### src/rtl/seconds_display_pkg.sv
// Shared types and constants for the seconds BCD display block.
package seconds_display_pkg;

  typedef enum logic [1:0] {
    IDLE = 2'd0,
    RUN  = 2'd1,
    HOLD = 2'd2
  } state_e;

  // All segments off on an active-low display.
  localparam logic [6:0] BLANK = 7'h7F;

  // Active-low segment patterns, bit order g..a, for digits 0-9.
  localparam logic [6:0] SEG7 [10] = '{
    7'h40, 7'h79, 7'h24, 7'h30, 7'h19,
    7'h12, 7'h02, 7'h78, 7'h00, 7'h10
  };

endpackage

### src/rtl/seconds_bcd_display_if.sv
// Bus between the upstream counter/controls and the seconds display block.
interface seconds_bcd_display_if #(
  parameter int CNT_W = 26
);

  logic             En;
  logic             Pause;
  logic [CNT_W-1:0] Count;
  logic             CntClr;
  logic             Tick;
  logic             Wrap;
  logic [3:0]       Digit0;
  logic [3:0]       Digit1;
  logic [6:0]       Hex0;
  logic [6:0]       Hex1;

  // Controls and counter value side.
  modport master (
    output En, Pause, Count,
    input  CntClr, Tick, Wrap, Digit0, Digit1, Hex0, Hex1
  );

  // Display block side.
  modport slave (
    input  En, Pause, Count,
    output CntClr, Tick, Wrap, Digit0, Digit1, Hex0, Hex1
  );

endinterface

### src/rtl/seconds_bcd_display_seg7_decoder.sv
// One BCD digit to an active-low 7-segment pattern; non-BCD codes blank.
module seg7_decoder
  import seconds_display_pkg::*;
(
  input  logic [3:0] digit,
  output logic [6:0] seg
);

  // Table lookup for 0-9, blank for anything else.
  always_comb begin
    seg = BLANK;
    if (digit <= 4'd9) seg = SEG7[digit];
  end

endmodule

### src/rtl/seconds_bcd_display.sv
// Terminal-count detector, tick/clear generator, two-digit BCD seconds
// counter and dual 7-segment drive for the DE2 HEX0/HEX1 displays.
module seconds_bcd_display
  import seconds_display_pkg::*;
#(
  parameter int CNT_W    = 26,
  parameter int TERMINAL = 49_999_998,
  parameter int MODULO   = 60
) (
  input  logic                  Clk,
  input  logic                  Clr,
  seconds_bcd_display_if.slave  bus
);

  localparam logic [CNT_W-1:0] TERM_CNT   = CNT_W'(TERMINAL);
  localparam logic [3:0]       LAST_TENS  = 4'((MODULO - 1) / 10);
  localparam logic [3:0]       LAST_UNITS = 4'((MODULO - 1) % 10);

  state_e     state_q, state_d;
  logic       tick_q, tick_d;
  logic       cnt_clr_q, cnt_clr_d;
  logic       wrap_q, wrap_d;
  logic [3:0] digit0_q, digit0_d;
  logic [3:0] digit1_q, digit1_d;
  logic       hit;
  logic [6:0] seg0, seg1;

  // State, tick/clear strobes and BCD digits.
  // NOTE: non-blocking assignments here so every flop samples pre-edge values.
  always_ff @(posedge Clk or posedge Clr) begin
    if (Clr) begin
      state_q   <= IDLE;
      tick_q    <= 1'b0;
      cnt_clr_q <= 1'b1;
      wrap_q    <= 1'b0;
      digit0_q  <= 4'd0;
      digit1_q  <= 4'd0;
    end else begin
      state_q   <= state_d;
      tick_q    <= tick_d;
      cnt_clr_q <= cnt_clr_d;
      wrap_q    <= wrap_d;
      digit0_q  <= digit0_d;
      digit1_q  <= digit1_d;
    end
  end

  // Next-state, terminal-count hit and BCD increment.
  // NOTE: every output gets a default first so no path leaves a latch.
  always_comb begin
    state_d  = state_q;
    tick_d   = 1'b0;
    wrap_d   = 1'b0;
    digit0_d = digit0_q;
    digit1_d = digit1_q;

    // The cnt_clr_q mask suppresses a second hit while the counter clears.
    hit = (state_q == RUN) && bus.En && (bus.Count == TERM_CNT) && !cnt_clr_q;

    unique case (state_q)
      IDLE:    if (bus.En && !bus.Pause) state_d = RUN;
      RUN:     if (bus.Pause)            state_d = HOLD;
      HOLD:    if (!bus.Pause)           state_d = RUN;
      default:                           state_d = IDLE;
    endcase

    // Hold the counter cleared whenever either side of the edge is not RUN,
    // so it restarts from zero and stays cleared from the first HOLD cycle.
    cnt_clr_d = hit || (state_q != RUN) || (state_d != RUN);
    tick_d    = hit;

    if (hit) begin
      if (digit1_q == LAST_TENS && digit0_q == LAST_UNITS) begin
        digit0_d = 4'd0;
        digit1_d = 4'd0;
        wrap_d   = 1'b1;
      end else if (digit0_q == 4'd9) begin
        digit0_d = 4'd0;
        digit1_d = digit1_q + 4'd1;
      end else begin
        digit0_d = digit0_q + 4'd1;
      end
    end
  end

  seg7_decoder u_seg0 (.digit(digit0_q), .seg(seg0));
  seg7_decoder u_seg1 (.digit(digit1_q), .seg(seg1));

  assign bus.CntClr = cnt_clr_q;
  assign bus.Tick   = tick_q;
  assign bus.Wrap   = wrap_q;
  assign bus.Digit0 = digit0_q;
  assign bus.Digit1 = digit1_q;
  assign bus.Hex0   = (state_q == IDLE) ? BLANK : seg0;
  assign bus.Hex1   = (state_q == IDLE) ? BLANK : seg1;

endmodule

### src/flat_wrapper.sv
// flat-port wrapper written by rule: the top's interface ports become plain ports
module seconds_bcd_display_flat import seconds_display_pkg::*;
#(
  parameter int CNT_W    = 26,
  parameter int TERMINAL = 49_999_998,
  parameter int MODULO   = 60
)
  (Clk, Clr, bus_En, bus_Pause, bus_Count, bus_CntClr, bus_Tick, bus_Wrap, bus_Digit0, bus_Digit1, bus_Hex0, bus_Hex1);
  seconds_bcd_display_if #(.CNT_W(CNT_W)) bus_i ();
  input  logic Clk;
  input  logic Clr;
  input wire logic [$bits(bus_i.En)-1:0] bus_En;
  input wire logic [$bits(bus_i.Pause)-1:0] bus_Pause;
  input wire logic [$bits(bus_i.Count)-1:0] bus_Count;
  output wire logic [$bits(bus_i.CntClr)-1:0] bus_CntClr;
  output wire logic [$bits(bus_i.Tick)-1:0] bus_Tick;
  output wire logic [$bits(bus_i.Wrap)-1:0] bus_Wrap;
  output wire logic [$bits(bus_i.Digit0)-1:0] bus_Digit0;
  output wire logic [$bits(bus_i.Digit1)-1:0] bus_Digit1;
  output wire logic [$bits(bus_i.Hex0)-1:0] bus_Hex0;
  output wire logic [$bits(bus_i.Hex1)-1:0] bus_Hex1;
  assign bus_i.En = bus_En;
  assign bus_i.Pause = bus_Pause;
  assign bus_i.Count = bus_Count;
  assign bus_CntClr = bus_i.CntClr;
  assign bus_Tick = bus_i.Tick;
  assign bus_Wrap = bus_i.Wrap;
  assign bus_Digit0 = bus_i.Digit0;
  assign bus_Digit1 = bus_i.Digit1;
  assign bus_Hex0 = bus_i.Hex0;
  assign bus_Hex1 = bus_i.Hex1;
  seconds_bcd_display #(.CNT_W(CNT_W), .TERMINAL(TERMINAL), .MODULO(MODULO)) u_core (.Clk(Clk), .Clr(Clr), .bus(bus_i));
endmodule
### config.mk
export PLATFORM = sky130hd
export DESIGN_NAME = seconds_bcd_display_flat
export DESIGN_NICKNAME = d
export VERILOG_FILES = /design/src/rtl/seconds_display_pkg.sv /design/src/rtl/seconds_bcd_display_if.sv /design/src/rtl/seconds_bcd_display_seg7_decoder.sv /design/src/rtl/seconds_bcd_display.sv /design/src/flat_wrapper.sv
export SDC_FILE = /design/constraint.sdc
export NUM_CORES = 1
export LEC_CHECK = 0
export CORE_UTILIZATION = 43
export DETAILED_ROUTE_END_ITERATION = 8
export GPL_TIMING_DRIVEN = 0
export PLACE_DENSITY = 0.85
export SYNTH_ARGS = -nofsm -noshare
export SYNTH_HDL_FRONTEND = slang
export SYNTH_SLANG_ARGS = --single-unit
### constraint.sdc
create_clock -name Clk -period 2.8 [get_ports Clk]
set_clock_uncertainty 0.2 [all_clocks]
set_input_delay 0.7 -clock Clk [delete_from_list [all_inputs] [get_ports Clk]]
set_output_delay 0.7 -clock Clk [all_outputs]
set_load 0.1 [all_outputs]
==> results of run 1 <==
## state kept, by name, summed over array words and instances (netlist names)
signal	count
u_core.bus.CntClr	1
u_core.bus.Digit0	4
u_core.bus.Digit1	4
u_core.bus.Tick	1
u_core.bus.Wrap	1
u_core.state_q	2
## power by group through the flow
stage | clock (mW) | combinational, mW | sequential (mW)
6_report | 0.116 | 0.341 | 0.196
5_1_grt | 0.130 | 0.352 | 0.197
4_1_cts | 0.119 | 0.319 | 0.196
3_5_place_dp | 0 | 0.326 | 0.200
3_3_place_gp | 0 | 0.321 | 0.200
2_1_floorplan | 0 | 0.219 | 0.207
## placed cells by master, fill, tap and decap left out, types with 7 or more instances in the layout
master	instances
sky130_fd_sc_hd__clkdlybuf4s50_1	34
sky130_fd_sc_hd__buf_6	7
sky130_fd_sc_hd__nand2_1	11
sky130_fd_sc_hd__nor2_1	12
sky130_fd_sc_hd__a21oi_1	9
sky130_fd_sc_hd__o21ai_2	9
sky130_fd_sc_hd__buf_4	7
sky130_fd_sc_hd__ha_1	8
## Yosys cell counts, types with 2 or more instances
library cell and number:
sky130_fd_sc_hd__o211ai_1 3, sky130_fd_sc_hd__mux2_1 2, sky130_fd_sc_hd__mux2i_1 2, sky130_fd_sc_hd__nor2_1 12
sky130_fd_sc_hd__mux2_4 2, sky130_fd_sc_hd__nand2b_1 5, sky130_fd_sc_hd__ha_1 10, sky130_fd_sc_hd__dfrtp_1 12
sky130_fd_sc_hd__clkbuf_1 4, sky130_fd_sc_hd__o21ai_0 9, sky130_fd_sc_hd__inv_1 7, sky130_fd_sc_hd__nor4_4 2
sky130_fd_sc_hd__nand2_1 11, sky130_fd_sc_hd__nand3_1 2, sky130_fd_sc_hd__o21bai_1 2, sky130_fd_sc_hd__and3_1 2
sky130_fd_sc_hd__nor2b_1 4, sky130_fd_sc_hd__nand4b_1 4, sky130_fd_sc_hd__a21oi_1 11, sky130_fd_sc_hd__nand4bb_4 2
## path summary, 6_finish.rpt
kind | from | cells past startpoint | slack, ps | to
max reg2reg | u_core.bus.Digit0[1]$_DFFE_PP0P_ | 6 | 790 | u_core.bus.Digit1[3]$_DFFE_PP0P_
min | u_core.state_q[0]$_DFF_PP0_ | 1 | 370 | u_core.state_q[0]$_DFF_PP0_
max in group asynchronous | Clr | 2 | 1430 | u_core.bus.Digit1[3]$_DFFE_PP0P_
min reg2reg | u_core.state_q[0]$_DFF_PP0_ | 1 | 370 | u_core.state_q[0]$_DFF_PP0_
min in group asynchronous | Clr | 2 | 570 | u_core.bus.Digit0[3]$_DFFE_PP0P_
max | u_core.bus.Digit1[1]$_DFFE_PP0P_ | 1 | 50 | bus_Digit1[1]
## per-layer routing
| layer | wire length [um] | up-vias |
|---|---|---|
| met3 | 104 | 2 |
| met1 | 1270 | 551 |
| met2 | 1700 | 30 |
| met5 | 0 | - |
| li1 | - | 553 |
| met4 | 12 | 0 |
## repair_timing
item                                    in CTS  in global routing
endpoints found under the setup margin      15                 16
resized for setup                           88                 23
pin swaps                                    2                  3
setup buffers                                0                  1
## through the flow
step,cells,setup TNS [ps],hold slack [ps]
floorplan,121,-3510,280
global placement,203,-8540,304
detailed placement,203,-9540,349
CTS,207,0,365
global route,208,0,379
finish,208,0,372
## cell families after synthesis
logic type      Yosys count  share of synthesized area [%]
compound gates           30                           16.4
fa+ha+maj                10                           11.4
buf+inv                  12                           4.78
mux                       6                           6.61
simple gates             50                           31.1
flops                    13                           29.7
## final cells by class
class	instances	area, sq um	area share, %
Tap cell	28	35.0	1.88
Clock buffer	4	26.3	1.41
Multi-Input combinational cell	96	813	43.6
Sequential cell	13	349	18.7
Timing Repair Buffer	55	567	30.4
Inverter	7	28.8	1.54
Buffer	5	47.5	2.55
==> qor_table.md, run 1 <==
| Quantity | Value |
|---|---|
| Gpl congestion | 0.810 |
| Number of hold violations in the final report | 0 |
| Number of nets in the layout | 221 |
| Root Buffer | sky130_fd_sc_hd__clkbuf_4 |
| Proportion of register bits with asynchronous set or reset after synthesis | 100% |
| Number of synthesized flops with an enable pin | 0 |
| LEAKAGE | 0.839 nW |
| Sw Share | 46.2% |
| # DRC | 0 |
| Number of pins exceeding their max-slew limit in the final report | 0 |
| Total I/O pin count | 55 |
| Outcome | completed |
| Maximum count of clock buffers along a single path | 2 |
| Total vias in the final route | 1136 |
| Max H-tree Level | 1 |
| Antenna diode count | 0 |
| Floorplan die area | 2760 sq um |
| Transition time of the tightest slew-check pin | 975 ps |
| Wire length of the first global-routing pass | 4730 um |
| Antenna viol nets, final | 0 |
| Proportion of synthesized chip area in sequential cells | 29.7% |
| Vertical die dimension | 52.5 um |
| Share of the clock period used by the worst path | 98.1% |
| P&R area growth vs syn | 69.9% |
| Vias in the first global route | 1069 |
| Antenna violations before repair | 0 |
| Path category of the worst min-delay check | flop to flop |
| Power consumption | 0.653 mW |
| Number of synthesized register bits | 13 |
| Number of distinct library cell variants in the gate-level netlist after synthesis | 33 |
| Crit path DAT | 1850 ps |
| Setup repair after global routing missed its margin | false |
| Share of post-route cells with drive strength above 1 | 32.2% |
| Post-synthesis cell type with the largest combined area | sky130_fd_sc_hd__dfrtp_1 |
| Total power per unit cell area | 350 nW/um^2 |
| Number of input and output port buffers inserted | 54 |
| Cell Rows | 17 |
| Instance count of the mapped netlist | 121 |
| Post-Syn Nets | 161 |
| Area share of the largest cell type after synthesis | 27.3% |
| Starting density of the core | 47.4% |
| TritonCTS clock tree | done |
| Cell Area, Synth | 1100 sq um |
| Kind of cell adding the most delay to the critical path | buffers and inverters |
| Peak supply drop | 0.000354 V |
| CTS hold repair buffers | 0 |
| Global-route layer with the greatest usage | met2 |
| Peak fanout along the critical path | 6 |
| Per-cell via count in the routed design | 5.46 |
| Pin count of the biggest net entering global routing | 14 |
| Leftover overflow at the end of global routing | 0 |
| Sink Count | 13 |
| Ordered cell list for the critical path | clkdlybuf4s50_1 |
| Largest cells by area after synthesis | sky130_fd_sc_hd__dfrtp_1, sky130_fd_sc_hd__ha_1, sky130_fd_sc_hd__a21oi_1 |
| Cell area after placement | 1770 sq um |
| Area of the core region | 2320 sq um |
| Min Clock Period, post-route | 2750 ps |
| Final setup violation count | 0 |
| Combined global-route utilization of all metal layers | 23.4% |
| Critical path class | flop to output port |
| Power share of the sequential group | 30.1% |
| Fraction of met1 tracks used by global routing | 26.7% |
| Pint | 0.352 mW |
| First-iteration detailed-routing DRC count | 13 |
| Clock buffers created by TritonCTS | 3 |
| Required time worst endpoint | 1900 ps |
| Critical path capture point type | output port |
| Share of the core filled with cells in the final layout | 80.5% |
| Detailed placer's ending HPWL | 2350 um |
| Min setup slack post-route | 53.8 ps |
| Achievable clock frequency | 364 MHz |
| Summed area of non-filler cells in the final layout | 1870 sq um |
| Worst Setup Slack post-DPL | -771 ps |
| Proportion of power drawn by combinational gates | 52.2% |
| Met3 track demand over resource in global routing | 6.09% |
| Tightest slew margin relative to the limit | 34.8% |
| Met2 Track Usage GR | 44.1% |
| WL final | 3080 um |
| Wire length per cell after detailed routing | 14.8 um |
| Type of origin of the critical path | flop |
| Bufs and invs on worst path | 1 |
| Die width | 52.5 um |
| DR pass1 iterations | 4 |
| Max incr delay on CP | 1150 ps |
| Clock slew seen by the registers of the worst setup and hold paths | 70 ps |
| Max capacitance violation total | 0 |
| Switching component of the power | 0.302 mW |
| Count of yosys warnings during synthesis | 0 |
| Top FF cell, synth | sky130_fd_sc_hd__dfrtp_1 |
| Clock latency on the worst-skew pair | 280 ps |
| Library cell contributing the largest single delay on the critical path | sky130_fd_sc_hd__clkdlybuf4s50_1 |
| Avg Inst Size Synth | 9.08 sq um |
| Filler cells | 158 |
| Clock share of power | 17.7% |
No activity file was read; power rests on OpenSTA's default activity.
==> run 2: changes to the inputs <==
CORE_ASPECT_RATIO = 1.75   (was default)
SLEW_MARGIN = 10   (was default)
==> run 2 against run 1 <==
Compared with the run above: maximum frequency about the same; clock power increased by 49%; power increased by 6.2%; flip-flop and latch count unchanged; sequential share of layout area increased by 0.54 points; die area increased by 0.29%; cell count decreased by 0.96%; largest cell class unchanged.
==> qor_table.md, run 2 (synthesis gave the netlist of run 1 again) <==
| Quantity | Value | vs previous |
|---|---|---|
| Pin count of the biggest net entering global routing | 14 | unchanged |
| Detailed placer's ending HPWL | 2240 um | was 2350 um |
| Combined global-route utilization of all metal layers | 23.2% | was 23.4% |
| Antenna viol nets, final | 0 | unchanged |
| Clock buffers created by TritonCTS | 3 | unchanged |
| Clock share of power | 24.9% | was 17.7% |
| Max incr delay on CP | 1160 ps | was 1150 ps |
| Share of the clock period used by the worst path | 98.1% | about the same |
| Critical path capture point type | output port | unchanged |
| Antenna diode count | 0 | unchanged |
| TritonCTS clock tree | done | unchanged |
| P&R area growth vs syn | 65.1% | was 69.9% |
| Met2 Track Usage GR | 46.8% | was 44.1% |
| Transition time of the tightest slew-check pin | 974 ps | was 975 ps |
| Proportion of power drawn by combinational gates | 46.8% | was 52.2% |
| Peak fanout along the critical path | 7 | was 6 |
| Peak supply drop | 0.000238 V | was 0.000354 V |
| Sw Share | 44.6% | was 46.2% |
| Wire length of the first global-routing pass | 4460 um | was 4730 um |
| Floorplan die area | 2770 sq um | was 2760 sq um |
| Share of post-route cells with drive strength above 1 | 32.0% | was 32.2% |
| Tightest slew margin relative to the limit | 34.9% | was 34.8% |
| Outcome | completed | unchanged |
| Required time worst endpoint | 1900 ps | about the same |
| Sink Count | 13 | unchanged |
| Path category of the worst min-delay check | flop to flop | unchanged |
| Setup repair after global routing missed its margin | false | unchanged |
| Max H-tree Level | 1 | unchanged |
| Total vias in the final route | 1105 | was 1136 |
| Final setup violation count | 0 | unchanged |
| Library cell contributing the largest single delay on the critical path | sky130_fd_sc_hd__clkdlybuf4s50_1 | unchanged |
| Bufs and invs on worst path | 1 | unchanged |
| Clock latency on the worst-skew pair | 250 ps | was 280 ps |
| Per-cell via count in the routed design | 5.36 | was 5.46 |
| Pint | 0.384 mW | was 0.352 mW |
| First-iteration detailed-routing DRC count | 17 | was 13 |
| Cell Rows | 23 | was 17 |
| Starting density of the core | 46.6% | was 47.4% |
| Fin Hold WS | 337 ps | was 372 ps |
| Die width | 40.2 um | was 52.5 um |
| Number of input and output port buffers inserted | 54 | unchanged |
| Maximum count of clock buffers along a single path | 2 | unchanged |
| Type of origin of the critical path | flop | unchanged |
| LEAKAGE | 0.779 nW | was 0.839 nW |
| Met3 track demand over resource in global routing | 3.21% | was 6.09% |
| Total power per unit cell area | 382 nW/um^2 | was 350 nW/um^2 |
| Most common cell after layout, fill and taps aside | sky130_fd_sc_hd__clkdlybuf4s50_1 | unchanged |
| Final Instance Count excl. Fillers | 206 | was 208 |
| Total I/O pin count | 55 | unchanged |
| Achievable clock frequency | 364 MHz | about the same |
| Vias in the first global route | 1087 | was 1069 |
| Share of the core filled with cells in the final layout | 76.9% | was 80.5% |
| # DRC | 0 | unchanged |
| Min Clock Period, post-route | 2750 ps | about the same |
| Number of pins exceeding their max-slew limit in the final report | 0 | unchanged |
| Fraction of met1 tracks used by global routing | 21.2% | was 26.7% |
| DR pass1 iterations | 4 | unchanged |
| Crit path DAT | 1850 ps | about the same |
| Antenna violations before repair | 0 | unchanged |
| Wire length per cell after detailed routing | 13.4 um | was 14.8 um |
| Max capacitance violation total | 0 | unchanged |
| Gpl congestion | 0.703 | was 0.810 |
| Kind of cell adding the most delay to the critical path | buffers and inverters | unchanged |
| Global-route layer with the greatest usage | met2 | unchanged |
| Switching component of the power | 0.309 mW | was 0.302 mW |
| Vertical die dimension | 68.9 um | was 52.5 um |
| Area of the core region | 2360 sq um | was 2320 sq um |
| Leftover overflow at the end of global routing | 0 | unchanged |
| Placed Cells | 200 | was 203 |
| Root Buffer | sky130_fd_sc_hd__clkbuf_8 | was sky130_fd_sc_hd__clkbuf_4 |
| Number of nets in the layout | 222 | was 221 |
| Commonest cells after routing, fill and taps aside | sky130_fd_sc_hd__clkdlybuf4s50_1, sky130_fd_sc_hd__buf_4, sky130_fd_sc_hd__nor2_1 | was sky130_fd_sc_hd__clkdlybuf4s50_1, sky130_fd_sc_hd__nor2_1, sky130_fd_sc_hd__nand2_1 |
| Number of hold violations in the final report | 0 | unchanged |
| WL final | 2760 um | was 3080 um |
| CTS hold repair buffers | 0 | unchanged |
| Clock slew seen by the registers of the worst setup and hold paths | 60 ps | was 70 ps |
| Power share of the sequential group | 28.4% | was 30.1% |
| Ordered cell list for the critical path | clkdlybuf4s50_1 | unchanged |
| Critical path class | flop to output port | unchanged |
[run 2: changes by cell type in the layout (fill, tap and decap cells not counted), moves of 2 or more]
cell and delta:
sky130_fd_sc_hd__buf_6 -5, sky130_fd_sc_hd__clkdlybuf4s50_1 +4, sky130_fd_sc_hd__dlymetal6s2s_1 -4, sky130_fd_sc_hd__clkbuf_8 +3, sky130_fd_sc_hd__o21bai_1 +2, sky130_fd_sc_hd__buf_4 +6, sky130_fd_sc_hd__o21bai_2 -2
[run 2: layer usage]
layer  wire length [um]  share of wire (%)
met4                 38                1.4
met1                980                 35
met3                 76                2.8
met5                  0                  0
met2               1670                 60
[run 2: path summary, 6_finish.rpt]
| path | from | endpoint | slack, ps | depth (start not counted) |
|---|---|---|---|---|
| max reg2reg | u_core.bus.CntClr$_DFF_PP1_ | u_core.bus.Digit0[0]$_DFFE_PP0P_ | 830 | 5 |
| max | u_core.bus.Digit1[2]$_DFFE_PP0P_ | bus_Digit1[2] | 50 | 1 |
| min reg2reg | u_core.state_q[0]$_DFF_PP0_ | u_core.state_q[0]$_DFF_PP0_ | 340 | 1 |
| min | u_core.state_q[0]$_DFF_PP0_ | u_core.state_q[0]$_DFF_PP0_ | 340 | 1 |
| min in group asynchronous | Clr | u_core.bus.Digit1[1]$_DFFE_PP0P_ | 570 | 2 |
| max in group asynchronous | Clr | u_core.bus.Digit0[0]$_DFFE_PP0P_ | 1450 | 2 |
[run 2: what timing repair did]
item	CTS	global route
pin swaps	1	1
endpoints found under the setup margin	15	13
buffers inserted	2	0
resized for setup	82	15
[run 2: area by class of cell]
class / count / area (sq um)
Fill cell: 178 / 546
Timing Repair Buffer: 56 / 526
Tap cell: 25 / 31.3
Buffer: 5 / 47.5
Inverter: 7 / 26.3
Clock inverter: 1 / 5.00
Clock buffer: 3 / 41.3
Multi-Input combinational cell: 96 / 788
Sequential cell: 13 / 349
[run 2: through the flow]
stage / setup slack [ps] / setup TNS, ps / area, sq um / total power [mW]
3_3_place_gp: -709 / -8720 / 1760 / 0.520
4_1_cts: 5.11 / 0 / 1790 / 0.690
3_5_place_dp: -740 / -8970 / 1760 / 0.524
6_report: 52.1 / 0 / 1810 / 0.694
2_1_floorplan: -557 / -3510 / 1190 / 0.427
5_1_grt: 8.14 / 0 / 1810 / 0.720
[run 2: power groups by stage]
| stage | sequential, mW | clock [mW] | combinational (mW) |
|---|---|---|---|
| after global routing | 0.197 | 0.185 | 0.338 |
| after global placement | 0.200 | 0 | 0.321 |
| after CTS | 0.196 | 0.175 | 0.318 |
| after floorplan | 0.207 | 0 | 0.219 |
| final | 0.197 | 0.173 | 0.324 |
| after detailed placement | 0.200 | 0 | 0.323 |
